## config.mk

```make
export PLATFORM = sky130hd
export DESIGN_NAME = tlul_dev_responder
export DESIGN_NICKNAME = d
export VERILOG_FILES = /design/src/rtl/tlul_dev_pkg.sv /design/src/rtl/tlul_pkg.sv /design/src/rtl/tlul_dev_err_chk.sv /design/src/rtl/tlul_dev_responder.sv
export SDC_FILE = /design/constraint.sdc
export NUM_CORES = 1
export LEC_CHECK = 0
export CAP_MARGIN = 0
export CORE_ASPECT_RATIO = 0.7
export CORE_MARGIN = 2
export CORE_UTILIZATION = 30
export DETAILED_ROUTE_END_ITERATION = 6
export MAX_ROUTING_LAYER = met4
export PLACE_DENSITY = 0.72
export SETUP_SLACK_MARGIN = 0.02
export SKIP_CTS_REPAIR_TIMING = 1
export SLEW_MARGIN = 0
export SYNTH_ARGS = -nofsm -noshare
export SYNTH_HDL_FRONTEND = slang
export SYNTH_HIERARCHICAL = 1
export SYNTH_SLANG_ARGS = --single-unit
```

## constraint.sdc

```tcl
create_clock -name clk_i -period 4.1 [get_ports clk_i]
set_clock_uncertainty 0.05 [all_clocks]
set_input_delay 0.615 -clock clk_i [delete_from_list [all_inputs] [get_ports clk_i]]
set_output_delay 0.615 -clock clk_i [all_outputs]
set_load 0.05 [all_outputs]
```

## src/rtl/tlul_dev_pkg.sv

```systemverilog
// -----------------------------------------------------------------------------
// tlul_dev_pkg
// Types shared by the TL-UL device responder and its legality checker:
//   state_e     : responder FSM state (IDLE / ACCESS / RESP).
//   err_cause_e : why a transaction was answered with d_error.
//   lane_mask() : byte lanes covered by an aligned access of a given size.
// -----------------------------------------------------------------------------
package tlul_dev_pkg;

    typedef enum logic [1:0] {
        ST_IDLE   = 2'd0,
        ST_ACCESS = 2'd1,
        ST_RESP   = 2'd2
    } state_e;

    typedef enum logic [2:0] {
        ERR_NONE    = 3'd0,
        ERR_OPCODE  = 3'd1,
        ERR_ALIGN   = 3'd2,
        ERR_MASK    = 3'd3,
        ERR_RANGE   = 3'd4,
        ERR_TIMEOUT = 3'd5
    } err_cause_e;

    // Lanes touched by an access of 2**size bytes at byte offset addr_lo.
    // Only meaningful for size <= 2 and an address already aligned to size.
    function automatic logic [3:0] lane_mask(input logic [1:0] size,
                                             input logic [1:0] addr_lo);
        case (size)
            2'd0:    lane_mask = 4'b0001 << addr_lo;
            2'd1:    lane_mask = addr_lo[1] ? 4'b1100 : 4'b0011;
            default: lane_mask = 4'b1111;
        endcase
    endfunction

endpackage

```

## src/rtl/tlul_pkg.sv

```systemverilog
// -----------------------------------------------------------------------------
// tlul_pkg
// TL-UL channel definitions shared by hosts and devices on the bus.
//   tl_h2d_t : A channel (host -> device) plus the host's d_ready.
//   tl_d2h_t : D channel (device -> host) plus the device's a_ready.
// Opcode constants are plain localparams so that illegal opcodes can still be
// carried on the bus and reported as errors by the receiving device.
// -----------------------------------------------------------------------------
package tlul_pkg;

    localparam logic [2:0] OpPutFullData    = 3'd0;
    localparam logic [2:0] OpPutPartialData = 3'd1;
    localparam logic [2:0] OpGet            = 3'd4;

    localparam logic [2:0] OpAccessAck      = 3'd0;
    localparam logic [2:0] OpAccessAckData  = 3'd1;

    typedef struct packed {
        logic        a_valid;
        logic [2:0]  a_opcode;
        logic [1:0]  a_size;
        logic [7:0]  a_source;
        logic [31:0] a_address;
        logic [3:0]  a_mask;
        logic [31:0] a_data;
        logic        d_ready;
    } tl_h2d_t;

    typedef struct packed {
        logic        d_valid;
        logic [2:0]  d_opcode;
        logic [2:0]  d_param;
        logic [1:0]  d_size;
        logic [7:0]  d_source;
        logic        d_sink;
        logic [31:0] d_data;
        logic        d_error;
        logic        a_ready;
    } tl_d2h_t;

endpackage

```

## src/rtl/tlul_dev_err_chk.sv

```systemverilog
// -----------------------------------------------------------------------------
// tlul_dev_err_chk
// Combinational legality check of one TL-UL A beat against the device window.
// Inputs : a_opcode, a_size, a_address, a_mask (A channel fields).
// Outputs: err_o   - beat must be answered with d_error and no register access.
//          cause_o - first failing rule, checked in the order
//                    opcode, size/alignment, mask, address window.
// -----------------------------------------------------------------------------
module tlul_dev_err_chk
    import tlul_pkg::*;
    import tlul_dev_pkg::*;
#(
    parameter logic [31:0] BaseAddr = 32'h0,
    parameter logic [31:0] AddrMask = 32'h0000_0FFF
) (
    input  logic [2:0]  a_opcode,
    input  logic [1:0]  a_size,
    input  logic [31:0] a_address,
    input  logic [3:0]  a_mask,
    output logic        err_o,
    output err_cause_e  cause_o
);

    logic opcode_ok;
    logic misaligned;
    logic mask_bad;
    logic range_hit;

    assign opcode_ok  = (a_opcode == OpGet) || (a_opcode == OpPutFullData) ||
                        (a_opcode == OpPutPartialData);
    assign misaligned = ((a_size == 2'd1) && a_address[0]) ||
                        ((a_size == 2'd2) && (a_address[1:0] != 2'b00));
    // A full put must cover exactly the lanes of its size; every beat needs
    // at least one lane enabled.
    assign mask_bad   = (a_mask == 4'b0000) ||
                        ((a_opcode == OpPutFullData) &&
                         (a_mask != lane_mask(a_size, a_address[1:0])));
    assign range_hit  = (a_address & ~AddrMask) == BaseAddr;

    always_comb begin
        cause_o = ERR_NONE;
        if (!opcode_ok) begin
            cause_o = ERR_OPCODE;
        end else if ((a_size > 2'd2) || misaligned) begin
            cause_o = ERR_ALIGN;
        end else if (mask_bad) begin
            cause_o = ERR_MASK;
        end else if (!range_hit) begin
            cause_o = ERR_RANGE;
        end
    end

    assign err_o = (cause_o != ERR_NONE);

endmodule

```

## src/rtl/tlul_dev_responder.sv

```systemverilog
// -----------------------------------------------------------------------------
// tlul_dev_responder
// TL-UL device front end that turns one A beat at a time into a simple
// register access and returns the matching D beat.
// Ports:
//   clk_i, rst_i        : clock, asynchronous active-high reset.
//   tl_i / tl_o         : TL-UL A channel + d_ready in, D channel + a_ready out.
//   reg_req_o           : register access active (only while in ACCESS).
//   reg_we_o            : 1 = write, 0 = read.
//   reg_addr_o          : word-aligned byte offset of the access in the window.
//   reg_wdata_o/reg_be_o: write data and byte enables of the captured beat.
//   reg_rvalid_i        : access complete; reg_rdata_i/reg_err_i sampled with it.
// Flow: IDLE accepts a beat; illegal beats go straight to RESP with d_error,
// legal ones to ACCESS until reg_rvalid_i or TimeoutCycles ACCESS cycles.
// -----------------------------------------------------------------------------
module tlul_dev_responder
    import tlul_pkg::*;
    import tlul_dev_pkg::*;
#(
    parameter logic [31:0] BaseAddr      = 32'h0,
    parameter logic [31:0] AddrMask      = 32'h0000_0FFF,
    parameter int unsigned TimeoutCycles = 255
) (
    input  logic        clk_i,
    input  logic        rst_i,
    input  tl_h2d_t     tl_i,
    output tl_d2h_t     tl_o,
    output logic        reg_req_o,
    output logic        reg_we_o,
    output logic [31:0] reg_addr_o,
    output logic [31:0] reg_wdata_o,
    output logic [3:0]  reg_be_o,
    input  logic        reg_rvalid_i,
    input  logic [31:0] reg_rdata_i,
    input  logic        reg_err_i
);

    // Counter only has to reach TimeoutCycles-1 (cycles are counted from 0).
    localparam int unsigned CntW = (TimeoutCycles > 1) ? $clog2(TimeoutCycles) : 1;
    localparam logic [CntW-1:0] CntLast = CntW'(TimeoutCycles - 1);

    state_e          state_q, state_d;
    logic [CntW-1:0] cnt_q, cnt_d;
    logic            rdy_q, rdy_d;
    logic [2:0]      op_q, op_d;
    logic [1:0]      size_q, size_d;
    logic [7:0]      source_q, source_d;
    logic [31:0]     addr_q, addr_d;
    logic [3:0]      mask_q, mask_d;
    logic [31:0]     wdata_q, wdata_d;
    err_cause_e      cause_q, cause_d;
    logic            rerr_q, rerr_d;
    logic [31:0]     resp_data_q, resp_data_d;

    logic            chk_err;
    err_cause_e      chk_cause;
    logic            a_ready;
    logic            accept;
    logic            in_access;

    tlul_dev_err_chk #(
        .BaseAddr (BaseAddr),
        .AddrMask (AddrMask)
    ) u_err_chk (
        .a_opcode  (tl_i.a_opcode),
        .a_size    (tl_i.a_size),
        .a_address (tl_i.a_address),
        .a_mask    (tl_i.a_mask),
        .err_o     (chk_err),
        .cause_o   (chk_cause)
    );

    // rdy_q keeps a_ready low while in reset and rises on the first edge after.
    assign a_ready   = rdy_q && (state_q == ST_IDLE);
    assign accept    = tl_i.a_valid && a_ready;
    assign in_access = (state_q == ST_ACCESS);

    always_comb begin
        state_d     = state_q;
        cnt_d       = cnt_q;
        rdy_d       = 1'b1;
        op_d        = op_q;
        size_d      = size_q;
        source_d    = source_q;
        addr_d      = addr_q;
        mask_d      = mask_q;
        wdata_d     = wdata_q;
        cause_d     = cause_q;
        rerr_d      = rerr_q;
        resp_data_d = resp_data_q;

        case (state_q)
            ST_IDLE: begin
                if (accept) begin
                    op_d     = tl_i.a_opcode;
                    size_d   = tl_i.a_size;
                    source_d = tl_i.a_source;
                    addr_d   = tl_i.a_address;
                    mask_d   = tl_i.a_mask;
                    wdata_d  = tl_i.a_data;
                    cause_d  = chk_cause;
                    rerr_d   = 1'b0;
                    cnt_d    = '0;
                    if (chk_err) begin
                        state_d     = ST_RESP;
                        resp_data_d = (tl_i.a_opcode == OpGet) ? 32'hFFFF_FFFF : 32'h0;
                    end else begin
                        state_d     = ST_ACCESS;
                        resp_data_d = 32'h0;
                    end
                end
            end
            ST_ACCESS: begin
                // A completion in the last allowed cycle beats the timeout.
                if (reg_rvalid_i) begin
                    state_d     = ST_RESP;
                    rerr_d      = reg_err_i;
                    resp_data_d = (op_q == OpGet) ? reg_rdata_i : 32'h0;
                end else if (cnt_q == CntLast) begin
                    state_d     = ST_RESP;
                    cause_d     = ERR_TIMEOUT;
                    resp_data_d = 32'hFFFF_FFFF;
                end else begin
                    cnt_d = cnt_q + CntW'(1);
                end
            end
            ST_RESP: begin
                if (tl_i.d_ready) begin
                    state_d = ST_IDLE;
                end
            end
            default: begin
                state_d = ST_IDLE;
            end
        endcase
    end

    always_ff @(posedge clk_i or posedge rst_i) begin
        if (rst_i) begin
            state_q     <= ST_IDLE;
            cnt_q       <= '0;
            rdy_q       <= 1'b0;
            op_q        <= 3'd0;
            size_q      <= 2'd0;
            source_q    <= 8'd0;
            addr_q      <= 32'd0;
            mask_q      <= 4'd0;
            wdata_q     <= 32'd0;
            cause_q     <= ERR_NONE;
            rerr_q      <= 1'b0;
            resp_data_q <= 32'd0;
        end else begin
            state_q     <= state_d;
            cnt_q       <= cnt_d;
            rdy_q       <= rdy_d;
            op_q        <= op_d;
            size_q      <= size_d;
            source_q    <= source_d;
            addr_q      <= addr_d;
            mask_q      <= mask_d;
            wdata_q     <= wdata_d;
            cause_q     <= cause_d;
            rerr_q      <= rerr_d;
            resp_data_q <= resp_data_d;
        end
    end

    always_comb begin
        tl_o          = '0;
        tl_o.a_ready  = a_ready;
        tl_o.d_valid  = (state_q == ST_RESP);
        tl_o.d_opcode = (op_q == OpGet) ? OpAccessAckData : OpAccessAck;
        tl_o.d_size   = size_q;
        tl_o.d_source = source_q;
        tl_o.d_data   = resp_data_q;
        tl_o.d_error  = (cause_q != ERR_NONE) || rerr_q;
    end

    // Register-side fields are forced to zero outside ACCESS so the register
    // block never sees stale request data.
    assign reg_req_o   = in_access;
    assign reg_we_o    = in_access && (op_q != OpGet);
    assign reg_addr_o  = in_access ? (addr_q & AddrMask & 32'hFFFF_FFFC) : 32'h0;
    assign reg_wdata_o = in_access ? wdata_q : 32'h0;
    assign reg_be_o    = in_access ? mask_q : 4'h0;

endmodule

```

==> results.py, run 1 <==
metrics = {
    "route": {
        "ant_nets": 0,
        "drcViolationCount": 0,
        "drt_iter0_markers": 235,
        "first_pass_iters": 4,
        "routedWlPerCell_um": 14.4,
        "via_per_inst": 4.47,
        "routed_wirelength_mm": 14.5,
        "num_vias": 4509,
    },
    "placement": {
        "dpl.hpwl_mm": 10.2,
        "pre_cts_slack_ns": 0.699,
        "portBuffers": 212,
        "placed_cells": 991,
        "place.gp.congestion": 0.827,
    },
    "floorplan": {
        "ios": 241,
        "rows": 40,
        "die_area_sq_um": 18900,
        "core-area_sq_um": 17300,
        "chipHeight_um": 116,
        "initial_utilization_pct": 30.9,
        "die_w_um": 163,
    },
    "timing": {
        "worst_pin_slew_ns": 1.14,
        "slew_viol_final": 0,
        "rsz0062_at_grt": "no",
        "period_minus_slack_ns": 3.74,
        "finalHoldViolations": 0,
        "finalSetupTns_ns": 0,
        "fin_worst_hold_slack_ns": 0.417,
        "setup_viol": 0,
        "fmaxAchievable_mhz": 268,
        "postLayoutSetupSlackWorst_ns": 0.363,
        "fin_crit_sh_pct": 91.1,
        "slew_headroom_pct": 23.7,
    },
    "cells_and_area": {
        "nFillCells": 1676,
        "drive_gt1_share_pct": 9.02,
        "final_cells": 1008,
        "post-route-util_pct": 45.5,
        "nets": 892,
        "area_growth_pct": 47.4,
    },
    "synth": {
        "netlist_instances": 575,
        "synth_flop_cell": "dfrtp_1",
        "yosys.area_share.simple_pct": 27.5,
        "synthAdderAreaFrac_pct": 0.469,
        "synth-xor-area-share_pct": 0,
        "synth_seq_cells": 106,
        "synth_area_sq_um": 5330,
        "synth_top_family_by_area": "simple AND/OR/NAND/NOR gates",
        "synth_edf_count": 0,
        "synth_seq_area_share_pct": 49.7,
        "synth_cell_types": 54,
        "synthMuxAreaShare_pct": 0.469,
        "synthArstFlopShare_pct": 100,
        "yosysWarnings": 6,
        "synth.avg_cell_area_sq_um": 9.28,
        "synth_compound_area_share_pct": 14.1,
    },
    "clocking": {
        "clk_pin_slew_worst_paths_ns": 0.08,
        "cts_sinks": 106,
        "cts_max_level": 3,
        "cts_buffer_depth": 2,
        "numCtsBuffers": 9,
        "cts_tree": "done",
        "root_buffer": "clkbuf_16",
        "worstSkewPairLatency_ns": 0.35,
    },
    "setup_path": {
        "critPathMaxFanout": 36,
        "cp.required_ns": 3.43,
        "end_kind": "primary output",
        "crit_arrival_ns": 3.07,
        "start_kind": "flip-flop",
        "critPathKind": "reg2out",
    },
    "global_routing": {
        "grt_overflow": 0,
        "grt_usage_pct": 16.0,
        "grt_max_degree": 70,
        "grt_pass1_wl_mm": 23.0,
        "antenna_found_initial": 0,
        "grt_pass1_vias": 4551,
    },
    "hold_path": {
        "hold_path_class": "reg2reg",
    },
    "pwr": {
        "p_int_mw": 2.10,
        "p_sw_share_pct": 36.0,
        "peakVddDrop_v": 0.000288,
        "p_leak_nw": 3.45,
        "pwr_density_cell_nw_per_um2": 417,
        "seqPwrFrac_pct": 41.6,
        "power_frac_clock_pct": 26.0,
        "combPwrFrac_pct": 32.4,
        "power_switching_mw": 1.18,
    },
    "outcome": {
        "status": "finished clean",
    },
    "flow_run": {
        "maxCapViolations": 0,
    },
}
[layer usage]
layer,routed length (um),global-route usage (%),part of all wire (%)
met1,6420,19.9,44
met2,6800,25.7,47
met3,1020,4.62,7.0
met4,226,4.31,1.6
met5,0,-,0
[layout by cell type, fill, tap and decap left out, drive strengths merged, types with 3 or more instances in the layout]
cell type      synthesis  final
a211oi                 3      3
a21oi                 14     14
a2bb2oi               32     32
a31oi                  4      4
and2                  48     48
and3                   3      3
buf                   40      8
clkbuf                22      9
clkdlybuf4s50          0    212
conb                   2     29
dfrtp                106    106
inv                    8     13
nand2                219    219
nand3                  5      5
nor2                  12     12
nor2b                  3      3
nor3                   6      6
nor3b                  4      4
nor4                   6      6
o21ai                  7      7
[registers in the layout, indices dropped and copies added, names as in the netlist]
name and count:
size_q 2, wdata_q 32, cause_q 3, resp_data_q 32
cnt_q 8, mask_q 4, rerr_q 1, addr_q 10
state_q 2, op_q 3, rdy_q 1, source_q 8
[cell usage after synthesis, types with 3 or more instances]
master | instances | area (sq um)
inv_1 | 8 | 30.0
and2_1 | 48 | 300
nand3_1 | 5 | 25.0
a2bb2oi_2 | 30 | 450
clkbuf_1 | 22 | 82.6
nor2_1 | 12 | 45.0
buf_2 | 6 | 30.0
dfrtp_1 | 106 | 2650
nor4_1 | 6 | 37.5
a31oi_1 | 4 | 25.0
a21oi_1 | 12 | 60.1
nor3_1 | 4 | 20.0
nand2_1 | 219 | 822
buf_4 | 32 | 240
nor3b_1 | 3 | 22.5
o21ai_0 | 5 | 25.0
nor2b_1 | 3 | 18.8
[through the flow]
step | cell area, sq um | total power, mW
floorplan | 5440 | 2.07
global placement | 7570 | 2.43
detailed placement | 7570 | 2.45
CTS | 7860 | 3.33
global route | 7860 | 3.45
finish | 7860 | 3.27
[logic make-up (layout without fill, tap and decap cells)]
logic type      after synthesis  after routing
other cells                   2             30
fa+ha+maj                     2              2
mux                           2              2
flops                       106            106
compound gates               72             72
simple gates                321            321
buf+inv                      70            244
[path summary, 6_finish.rpt]
path	start	endpoint	slack, ns	cells past startpoint
min	addr_q[5]$_DFFE_PP0P_	addr_q[5]$_DFFE_PP0P_	0.42	2
max reg2reg	state_q[1]$_DFFE_PP0P_	cause_q[2]$_DFFE_PP0P_	1.95	3
min in group asynchronous	rst_i	resp_data_q[16]$_DFFE_PP0P_	0.76	2
max	state_q[1]$_DFFE_PP0P_	reg_wdata_o[26]	0.36	6
max in group asynchronous	rst_i	state_q[0]$_DFFE_PP0P_	2.52	3
min reg2reg	addr_q[5]$_DFFE_PP0P_	addr_q[5]$_DFFE_PP0P_	0.42	2
[worst max-delay path, stage by stage, from the launching register on]
cell and delay (ns):
dfrtp_1 0.56, nand2b_1 0.23, buf_4 0.18, inv_1 0.31, buf_4 0.40, and2_1 0.21
clkdlybuf4s50_1 0.81
[cell type report]
type | instances | area (sq um) | area share [%]
Multi-Input combinational cell | 426 | 2390 | 30.4
Clock inverter | 7 | 58.8 | 0.748
Inverter | 8 | 32.5 | 0.414
Sequential cell | 106 | 2650 | 33.7
Antenna cell | 1 | 2.50 | 0.0318
Tap cell | 231 | 289 | 3.68
Timing Repair Buffer | 220 | 2210 | 28.1
Clock buffer | 9 | 225 | 2.87
[power groups by stage]
| stage | clock, mW | combinational, mW | sequential, mW |
|---|---|---|---|
| 2_1_floorplan | 0 | 0.401 | 1.67 |
| 3_3_place_gp | 0 | 1.06 | 1.37 |
| 3_5_place_dp | 0 | 1.07 | 1.38 |
| 4_1_cts | 0.891 | 1.07 | 1.36 |
| 5_1_grt | 0.935 | 1.13 | 1.39 |
| 6_report | 0.853 | 1.06 | 1.36 |
No activity file was read; power rests on OpenSTA's default activity.
==> inputs of run 2 (changes only) <==
--- a/config.mk
+++ b/config.mk
@@ -9,6 +9,8 @@
 export CORE_ASPECT_RATIO = 0.7
 export CORE_MARGIN = 2
 export CORE_UTILIZATION = 30
+export CTS_BUF_LIST = sky130_fd_sc_hd__clkbuf_16
+export CTS_CLUSTER_DIAMETER = 100
 export DETAILED_ROUTE_END_ITERATION = 6
 export MAX_ROUTING_LAYER = met4
 export PLACE_DENSITY = 0.72
==> results of run 2 <==
The final DEF is identical to that of run 1; final timing and power are the same.
